`config.mk`:
```
export PLATFORM = sky130hd
export DESIGN_NAME = lamp_conflict_monitor
export DESIGN_NICKNAME = d
export VERILOG_FILES = /design/src/rtl/lamp_conflict_monitor.sv
export SDC_FILE = /design/constraint.sdc
export NUM_CORES = 1
export LEC_CHECK = 0
export ABC_AREA = 1
export BUFFER_PORTS_ARGS = -buffer_cell sky130_fd_sc_hd__buf_2
export CELL_PAD_IN_SITES_DETAIL_PLACEMENT = 1
export CELL_PAD_IN_SITES_GLOBAL_PLACEMENT = 1
export CORE_MARGIN = 1
export CORE_UTILIZATION = 44
export DETAILED_ROUTE_END_ITERATION = 12
export PLACE_DENSITY = 0.81
export SYNTH_ARGS = -nofsm -noshare
export SYNTH_HDL_FRONTEND = slang
export SYNTH_SLANG_ARGS = --single-unit
```
`constraint.sdc`:
```
create_clock -name clk -period 4.6 [get_ports clk]
set_clock_uncertainty 0.2 [all_clocks]
set_input_delay 0.23 -clock clk [delete_from_list [all_inputs] [get_ports clk]]
set_output_delay 0.23 -clock clk [all_outputs]
set_load 0.02 [all_outputs]
```
`src/rtl/lamp_conflict_monitor.sv`:
```
// ----------------------------------------------------------------------------
// lamp_conflict_monitor
// Safety stage between the light controller and the lamp drivers: passes legal
// lamp patterns, holds through illegal ones, latches a flashing-yellow fault.
// Optional dark (000) detection: define LAMP_MON_DARK_DET_EN.
// Revision: 1.0
// ----------------------------------------------------------------------------
`default_nettype none

module lamp_conflict_monitor #(
  parameter int INIT_CYCLES  = 4,
  parameter int FAULT_CYCLES = 3,
  parameter int FLASH_HALF   = 4
) (
  input  logic       clk,
  input  logic       reset,
  input  logic       red_in,
  input  logic       yellow_in,
  input  logic       green_in,
  input  logic       fault_clear,
  output logic       red_out,
  output logic       yellow_out,
  output logic       green_out,
  output logic       fault,
  output logic [1:0] fault_code
);

  typedef enum logic [1:0] {
    ST_INIT   = 2'd0,
    ST_NORMAL = 2'd1,
    ST_FAULT  = 2'd2
  } state_t;

  localparam logic [3:0] INIT_LAST  = 4'(INIT_CYCLES - 1);
  localparam logic [3:0] FAULT_LIM  = 4'(FAULT_CYCLES);
  localparam logic [3:0] FLASH_LAST = 4'(FLASH_HALF - 1);

  localparam logic [2:0] PAT_RED    = 3'b100;
  localparam logic [2:0] PAT_YELLOW = 3'b010;

  localparam logic [1:0] CODE_NONE     = 2'b00;
  localparam logic [1:0] CODE_CONFLICT = 2'b01;
`ifdef LAMP_MON_DARK_DET_EN
  localparam logic [1:0] CODE_DARK     = 2'b10;
`endif

  state_t     state_q, state_d;
  logic [3:0] init_cnt_q, init_cnt_d;
  logic [3:0] conf_cnt_q, conf_cnt_d;
  logic [3:0] flash_cnt_q, flash_cnt_d;
  logic       phase_q, phase_d;
  logic [2:0] last_q, last_d;
  logic [2:0] out_q, out_d;
  logic       fault_q, fault_d;
  logic [1:0] code_q, code_d;
`ifdef LAMP_MON_DARK_DET_EN
  logic [3:0] dark_cnt_q, dark_cnt_d;
`endif

  logic [2:0] pat_in;
  logic       is_conflict;
  logic       is_legal;

  assign pat_in      = {red_in, yellow_in, green_in};
  assign is_conflict = green_in & (red_in | yellow_in);
`ifdef LAMP_MON_DARK_DET_EN
  assign is_legal    = !is_conflict && (pat_in != 3'b000);
`else
  assign is_legal    = !is_conflict;
`endif

  always_comb begin
    state_d     = state_q;
    init_cnt_d  = init_cnt_q;
    conf_cnt_d  = conf_cnt_q;
    flash_cnt_d = flash_cnt_q;
    phase_d     = phase_q;
    last_d      = last_q;
    out_d       = out_q;
    fault_d     = fault_q;
    code_d      = code_q;
`ifdef LAMP_MON_DARK_DET_EN
    dark_cnt_d  = dark_cnt_q;
`endif

    case (state_q)
      ST_INIT: begin
        out_d      = PAT_RED;
        conf_cnt_d = 4'd0;
`ifdef LAMP_MON_DARK_DET_EN
        dark_cnt_d = 4'd0;
`endif
        if (init_cnt_q == INIT_LAST) begin
          state_d    = ST_NORMAL;
          init_cnt_d = 4'd0;
        end else begin
          init_cnt_d = init_cnt_q + 4'd1;
        end
      end

      ST_NORMAL: begin
        if (is_legal) begin
          out_d      = pat_in;
          last_d     = pat_in;
          conf_cnt_d = 4'd0;
`ifdef LAMP_MON_DARK_DET_EN
          dark_cnt_d = 4'd0;
`endif
        end else if (is_conflict) begin
          out_d      = last_q;
          conf_cnt_d = (conf_cnt_q == FAULT_LIM) ? conf_cnt_q : conf_cnt_q + 4'd1;
`ifdef LAMP_MON_DARK_DET_EN
          dark_cnt_d = 4'd0;
`endif
          if (conf_cnt_d == FAULT_LIM) begin
            state_d     = ST_FAULT;
            fault_d     = 1'b1;
            code_d      = CODE_CONFLICT;
            phase_d     = 1'b1;
            flash_cnt_d = 4'd0;
            out_d       = PAT_YELLOW;
          end
        end
`ifdef LAMP_MON_DARK_DET_EN
        else begin
          out_d      = last_q;
          conf_cnt_d = 4'd0;
          dark_cnt_d = (dark_cnt_q == FAULT_LIM) ? dark_cnt_q : dark_cnt_q + 4'd1;
          if (dark_cnt_d == FAULT_LIM) begin
            state_d     = ST_FAULT;
            fault_d     = 1'b1;
            code_d      = CODE_DARK;
            phase_d     = 1'b1;
            flash_cnt_d = 4'd0;
            out_d       = PAT_YELLOW;
          end
        end
`endif
      end

      ST_FAULT: begin
        // Clearing requires a sane controller pattern on the same edge.
        if (fault_clear && is_legal) begin
          state_d     = ST_INIT;
          init_cnt_d  = 4'd0;
          conf_cnt_d  = 4'd0;
          flash_cnt_d = 4'd0;
          phase_d     = 1'b0;
          last_d      = PAT_RED;
          out_d       = PAT_RED;
          fault_d     = 1'b0;
          code_d      = CODE_NONE;
`ifdef LAMP_MON_DARK_DET_EN
          dark_cnt_d  = 4'd0;
`endif
        end else begin
          if (flash_cnt_q == FLASH_LAST) begin
            phase_d     = ~phase_q;
            flash_cnt_d = 4'd0;
          end else begin
            flash_cnt_d = flash_cnt_q + 4'd1;
          end
          out_d = {1'b0, phase_d, 1'b0};
        end
      end

      default: begin
        state_d    = ST_INIT;
        init_cnt_d = 4'd0;
        out_d      = PAT_RED;
      end
    endcase
  end

  always_ff @(posedge clk) begin
    if (!reset) begin
      state_q     <= ST_INIT;
      init_cnt_q  <= 4'd0;
      conf_cnt_q  <= 4'd0;
      flash_cnt_q <= 4'd0;
      phase_q     <= 1'b0;
      last_q      <= PAT_RED;
      out_q       <= PAT_RED;
      fault_q     <= 1'b0;
      code_q      <= CODE_NONE;
`ifdef LAMP_MON_DARK_DET_EN
      dark_cnt_q  <= 4'd0;
`endif
    end else begin
      state_q     <= state_d;
      init_cnt_q  <= init_cnt_d;
      conf_cnt_q  <= conf_cnt_d;
      flash_cnt_q <= flash_cnt_d;
      phase_q     <= phase_d;
      last_q      <= last_d;
      out_q       <= out_d;
      fault_q     <= fault_d;
      code_q      <= code_d;
`ifdef LAMP_MON_DARK_DET_EN
      dark_cnt_q  <= dark_cnt_d;
`endif
    end
  end

  assign red_out    = out_q[2];
  assign yellow_out = out_q[1];
  assign green_out  = out_q[0];
  assign fault      = fault_q;
  assign fault_code = code_q;

endmodule

`default_nettype wire

```
==> metrics.cfg, run 1 <==
[route]
vias_per_cell=5.20
drt_iter0_drc=23
drtPass1Iterations=4
route.antenna.remaining_nets=0
route.final.wire_length_mm=2.81
drcViolationCount=0
post_drt_wl_per_cell_um=12.3
via_count=1191

[power_and_ir_drop]
vdd_ir_drop_max_mv=0.342
leakage_power_total_nw=0.628
overall_power_consumption_w=0.000843
power.density_cell_area_nw_per_um2=622

[synth]
ys.warnings.count=0
synth-edff-count=0
async_reset_ff_frac=0
sequential_to_total_area_share_from_yosys_stat=0.348
ys_ff_latch=22
synthesis.instances=188
netlist-cell-type-count=26
syn-mean-instance-area_um2=6.73
syn-cell-area_um2=1260
mappedNetlistNets=201
ys_dominant_reg_cell=dfxtp_1

[place]
dpl_worst_slack_ns=2.69
hpwl_mm=2.30
detailed_place.area_um2=1320
routabilityCongestion=0.851
portBuffers=10

[cts]
clk_latency_ns=0.31
cts-root-buf=clkbuf_4
cts_buffers=3
cts.htree.levels=1
cts.sinks=22
cts_tree=built
max-clock-path-buffers=2
reg_clk_slew_reported_paths_ns=0.12

[global_route]
wire_length_of_the_first_global_routing_pass_mm=5.00
grtUsageTotal=0.206
first_global_vias=1146
antenna_found_initial=0
overflow=0
grt_max_degree=12

[setup_path]
crit_slowest_cell=dfxtp_1
critical_path.max_fanout=10
critical_path.cell_chain=inv_1 > ha_1 > nor2_1 > clkinv_1 > nand3_1 > a21oi_1 > a211oi_1
crit_path_start_kind=register
endpoint_kind=register
timing.critical_path.required_ns=4.63
delay_of_the_slowest_cell_on_the_worst_path_ns=0.37
worstPathArrival_ns=1.95
timing.setup.critical_path_class=register to register
cp_num_buf_inv=2
critical_path.top_delay_family=simple AND/OR/NAND/NOR gates

[cells_and_area]
post_route_cells_drive_above_1_share=0.111
design.final.nets=213
antennaDiodeCount=0
finalInstanceArea_um2=1360
syn_to_final_growth_pct=7.12
fillerInstances=375

[floorplanning]
io-pin-count=12
dieArea_um2=3090
fp.dieH_um=55.6
die_width_um=55.6
floorplan.initialDensity=0.463
core_um2=2730
rows=19

[sta]
timing_max_transition_violations_final=0
fin_crit_sh=0.416
final-hold-violation-count=0
timing.setup.tns_ns=0
achievable-frequency_mhz=522
finalCriticalPeriod_ns=1.92
rsz0062_at_grt=false
timing.final.ws_setup_ns=2.68
setup_viol=0

[hold_path]
hold_class=input port to register

[outcome]
outcome=completed

[run]
timing.max_cap.violations=0

-- cells by family (layout without fill, tap and decap cells) --
| logic type | count (synthesis) | after routing | share of synthesized area |
|---|---|---|---|
| simple gates | 93 | 93 | 0.332 |
| fa+ha+maj | 7 | 7 | 0.0692 |
| xor+xnor | 1 | 1 | 0.00693 |
| buf+inv | 36 | 46 | 0.120 |
| other cells | 1 | 1 | 0.00296 |
| compound gates | 28 | 28 | 0.121 |
| flops | 22 | 22 | 0.348 |
-- layout by cell type (no fill, tap or decap), drive strengths merged, types with 2 or more instances in the layout --
cell type / instances
nand4: 4
buf: 10
ha: 7
dfxtp: 22
a211oi: 2
nand2: 43
nor2: 20
o21ai: 10
clkbuf: 3
nand3: 22
inv: 31
a21oi: 14
-- worst paths after layout --
kind                       from             to  slack, ns  depth (start not counted)
setup / recovery     state_q[1]      last_q[1]       2.68                          7
hold / removal           red_in       out_q[2]       0.01                          3
setup reg to reg     state_q[1]      last_q[1]       2.68                          7
hold reg to reg   fault_code[0]  fault_code[0]       0.26                          2
-- layer usage --
metal  vias to the layer above  part of all wire  GRT usage
met5                         -                 0          0
met1                       551              0.50      0.262
li1                        625                 -          -
met4                         0             0.013     0.0786
met3                         4             0.021     0.0419
met2                        11              0.46      0.343
-- final cells by class --
| class | count | area [um2] | share of cell area |
|---|---|---|---|
| multi-input cells | 130 | 673 | 0.497 |
| well taps | 31 | 38.8 | 0.0286 |
| flip-flops and latches | 22 | 440 | 0.325 |
| inverters | 32 | 120 | 0.0886 |
| repair buffers | 11 | 60.1 | 0.0443 |
| clock buffers | 3 | 22.5 | 0.0166 |
-- worst register-to-register path, cell delays in order, from the launching register on --
cell	delay (ns)
dfxtp_1	0.37
inv_1	0.08
ha_1	0.26
nor2_1	0.13
clkinv_1	0.25
nand3_1	0.29
a21oi_1	0.06
a211oi_1	0.17
-- synth_stat cells, types with 2 or more instances --
library cell / instances / area [um2]
a211oi_1: 2 / 15.0
a21oi_1: 14 / 70.1
buf_4: 2 / 15.0
dfxtp_1: 22 / 440
ha_1: 7 / 87.6
inv_1: 31 / 116
nand2_1: 41 / 154
nand2_2: 2 / 12.5
nand3_1: 20 / 100
nand3_2: 2 / 20.0
nand4_1: 4 / 25.0
nor2_1: 17 / 63.8
nor2_2: 3 / 18.8
o21ai_0: 9 / 45.0
-- state kept, by name, indices dropped and copies added, names as in the netlist --
| register | count |
|---|---|
| last_q | 3 |
| phase_q | 1 |
| out_q | 3 |
| state_q | 2 |
| init_cnt_q | 4 |
| conf_cnt_q | 4 |
| fault_code | 1 |
| flash_cnt_q | 4 |
-- stage by stage --
| step | utilization | hold WS, ns | cells |
|---|---|---|---|
| final | 0.496 | 0.0115 | 229 |
| after global routing | 0.496 | 0.0148 | 229 |
| after CTS | 0.496 | 0.00138 | 229 |
| after detailed placement | 0.484 | 0.248 | 225 |
| after global placement | 0.484 | 0.241 | 225 |
| after floorplan | - | 0.166 | 188 |
-- report_power, final --
group	internal (W)	total, W	switching, W
registers	0.000254	0.000299	0.0000453
clock network	0.0000307	0.0000886	0.0000579
logic	0.000156	0.000455	0.000300
total	0.000441	0.000843	0.000403
-- timing repair --
| action | in CTS | in global routing |
|---|---|---|
| hold buffers | 1 | 0 |
| setup endpoints to repair | 0 | 0 |
| gates resized for setup | 0 | 0 |
| buffers inserted | 0 | 0 |
| hold endpoints to repair | 1 | 0 |
(Power assumes the default switching activity.)
==> run 2: changes to the inputs <==
--- a/config.mk
+++ b/config.mk
@@ -10,9 +10,9 @@
 export CELL_PAD_IN_SITES_DETAIL_PLACEMENT = 1
 export CELL_PAD_IN_SITES_GLOBAL_PLACEMENT = 1
 export CORE_MARGIN = 1
-export CORE_UTILIZATION = 44
+export CORE_UTILIZATION = 41
 export DETAILED_ROUTE_END_ITERATION = 12
-export PLACE_DENSITY = 0.81
+export PLACE_DENSITY = 0.76
 export SYNTH_ARGS = -nofsm -noshare
 export SYNTH_HDL_FRONTEND = slang
 export SYNTH_SLANG_ARGS = --single-unit
==> constraint.sdc (replaced) <==
create_clock -name clk -period 1.9 [get_ports clk]
set_clock_uncertainty 0.2 [all_clocks]
set_input_delay 0.095 -clock clk [delete_from_list [all_inputs] [get_ports clk]]
set_output_delay 0.095 -clock clk [all_outputs]
set_load 0.02 [all_outputs]
==> metrics.cfg, run 2 (synthesis gave the netlist of run 1 again) <==
[global_route]
first_global_vias=1207  ; +5.3%
grt_max_degree=12  ; unchanged
antenna_found_initial=0  ; unchanged
grtUsageTotal=0.207  ; +0.00140
overflow=0  ; unchanged
wire_length_of_the_first_global_routing_pass_mm=5.25  ; +5.0%

[setup_path]
timing.critical_path.required_ns=1.95  ; -2.68 ns
timing.setup.critical_path_class=input port to register
endpoint_kind=register
worstPathArrival_ns=1.85  ; -0.10 ns
critical_path.max_fanout=7  ; -3
crit_path_start_kind=input port
reg2reg_setup_slack_ns=0.13  ; -2.55 ns

[run]
timing.max_cap.violations=0  ; unchanged

[route]
via_count=1212  ; +1.8%
vias_per_cell=5.11  ; -1.7%
post_drt_wl_per_cell_um=13.1  ; +7.0%
drcViolationCount=1  ; +1
route.antenna.remaining_nets=0  ; unchanged
drtPass1Iterations=8  ; +4
route.final.wire_length_mm=3.11  ; +11%
drt_iter0_drc=32  ; +39%

[cells_and_area]
final_core_utilization=0.517  ; +0.0218
design.final.nets=221  ; +3.8%
layout_top_registers=conf_cnt_q: 4 flops, flash_cnt_q: 4 flops, init_cnt_q: 4 flops
antennaDiodeCount=0  ; unchanged
syn_to_final_growth_pct=15.7
final_cell_count_no_fill=237  ; +3.5%
layout_commonest_cell=nand2_1
post_route_cells_drive_above_1_share=0.165  ; +0.0539
commonest_cells_after_routing_fill_and_taps_aside=41 x nand2_1, 31 x inv_1, 19 x nand3_1, 19 x dfxtp_1, 17 x nor2_1

[cts]
reg_clk_slew_reported_paths_ns=0.13  ; about the same
max-clock-path-buffers=2  ; unchanged
cts.htree.levels=1  ; unchanged
cts-root-buf=clkbuf_4
clk_latency_ns=0.32  ; about the same
cts_buffers=3  ; unchanged
postCtsSetupRepairBufs=0  ; unchanged
cts.sinks=22  ; unchanged
cts_tree=built

[floorplanning]
rows=19  ; unchanged
core_um2=2830  ; +3.5%
floorplan.initialDensity=0.447  ; -0.0156
fp.dieH_um=57.5  ; +3.5%
dieArea_um2=3310  ; +7.0%
io-pin-count=12  ; unchanged
die_width_um=57.5  ; +3.5%

[power_and_ir_drop]
vdd_ir_drop_max_mv=0.758  ; +120%
power.density_cell_area_nw_per_um2=1510  ; +140%
leakage_power_total_nw=0.670  ; +6.6%

[place]
dpl.cell_count=230  ; +2.2%
hpwl_mm=2.36  ; +2.8%
routabilityCongestion=0.794  ; -6.7%
portBuffers=10  ; unchanged

[sta]
achievable-frequency_mhz=554
finalCriticalPeriod_ns=1.80
setup_viol=0  ; unchanged
final-hold-violation-count=0  ; unchanged
fin_crit_sh=0.950
hold_slack_ns=0.0103  ; -0.00120 ns
rsz0062_at_grt=true
timing_max_transition_violations_final=0  ; unchanged

[outcome]
failing_checks=design-rule violations
outcome=complete, but fails checks

[hold_path]
hold_class=input port to register

run 2: changes by cell type in the layout (fill, tap and decap cells not counted), moves of 2 or more:
cell	change
dfxtp_2	+3
o21ai_1	+2
dfxtp_1	-3
buf_4	+5
o21ai_0	-2
ha_1	-2
dlygate4sd3_1	+3
run 2: path summary, 6_finish.rpt:
check,endpoint,startpoint,depth (start not counted)
worst max-delay path,init_cnt_q[0],red_in,9
worst max register to register,init_cnt_q[0],state_q[0],7
worst min-delay path,out_q[2],fault_clear,5
worst min register to register,last_q[0],last_q[0],2
run 2: final cells by class:
type / instances / area, um2
Sequential cell: 22 / 444
Timing Repair Buffer: 19 / 128
Multi-Input combinational cell: 130 / 711
Inverter: 32 / 120
Fill cell: 394 / 1370
Tap cell: 31 / 38.8
Clock buffer: 3 / 22.5
run 2: per-stage QoR:
step / TNS [ns] / total power, W / worst slack, ns / area, um2
after floorplan: 0 / 0.00161 / 0.217 / 1260
after global placement: 0 / 0.00188 / 0.0830 / 1360
after detailed placement: 0 / 0.00194 / 0.0154 / 1360
after CTS: 0 / 0.00218 / 0.0258 / 1430
after global routing: -0.0787 / 0.00243 / -0.0464 / 1460
final: 0 / 0.00221 / 0.0954 / 1460
run 2: critical path, stage by stage:
cell and delay, ns:
dlygate4sd3_1 0.53, buf_2 0.15, o21ai_4 0.19, nand2_1 0.10, nand2_1 0.12, nand2_1 0.09
buf_4 0.16, or2_2 0.27, a21oi_1 0.14
run 2: what timing repair did:
item | CTS | global route
setup endpoints to repair | 1 | 15
hold buffers | 4 | 0
endpoints found under the hold margin | 15 | 0
resized for setup | 1 | 11
run 2: routing by layer:
metal | vias up | routed length, um | GRT usage
li1 | 635 | - | -
met1 | 563 | 1500 | 0.267
met2 | 9 | 1520 | 0.354
met3 | 5 | 44 | 0.0204
met4 | 0 | 47 | 0.0836
met5 | - | 0 | 0
run 2: power breakdown:
group / leakage (nW) / switching, W / total [W] / internal, W
clock: 0.0138 / 0.000148 / 0.000222 / 0.0000743
sequential: 0.181 / 0.000113 / 0.000733 / 0.000620
combinational: 0.475 / 0.000789 / 0.00126 / 0.000469
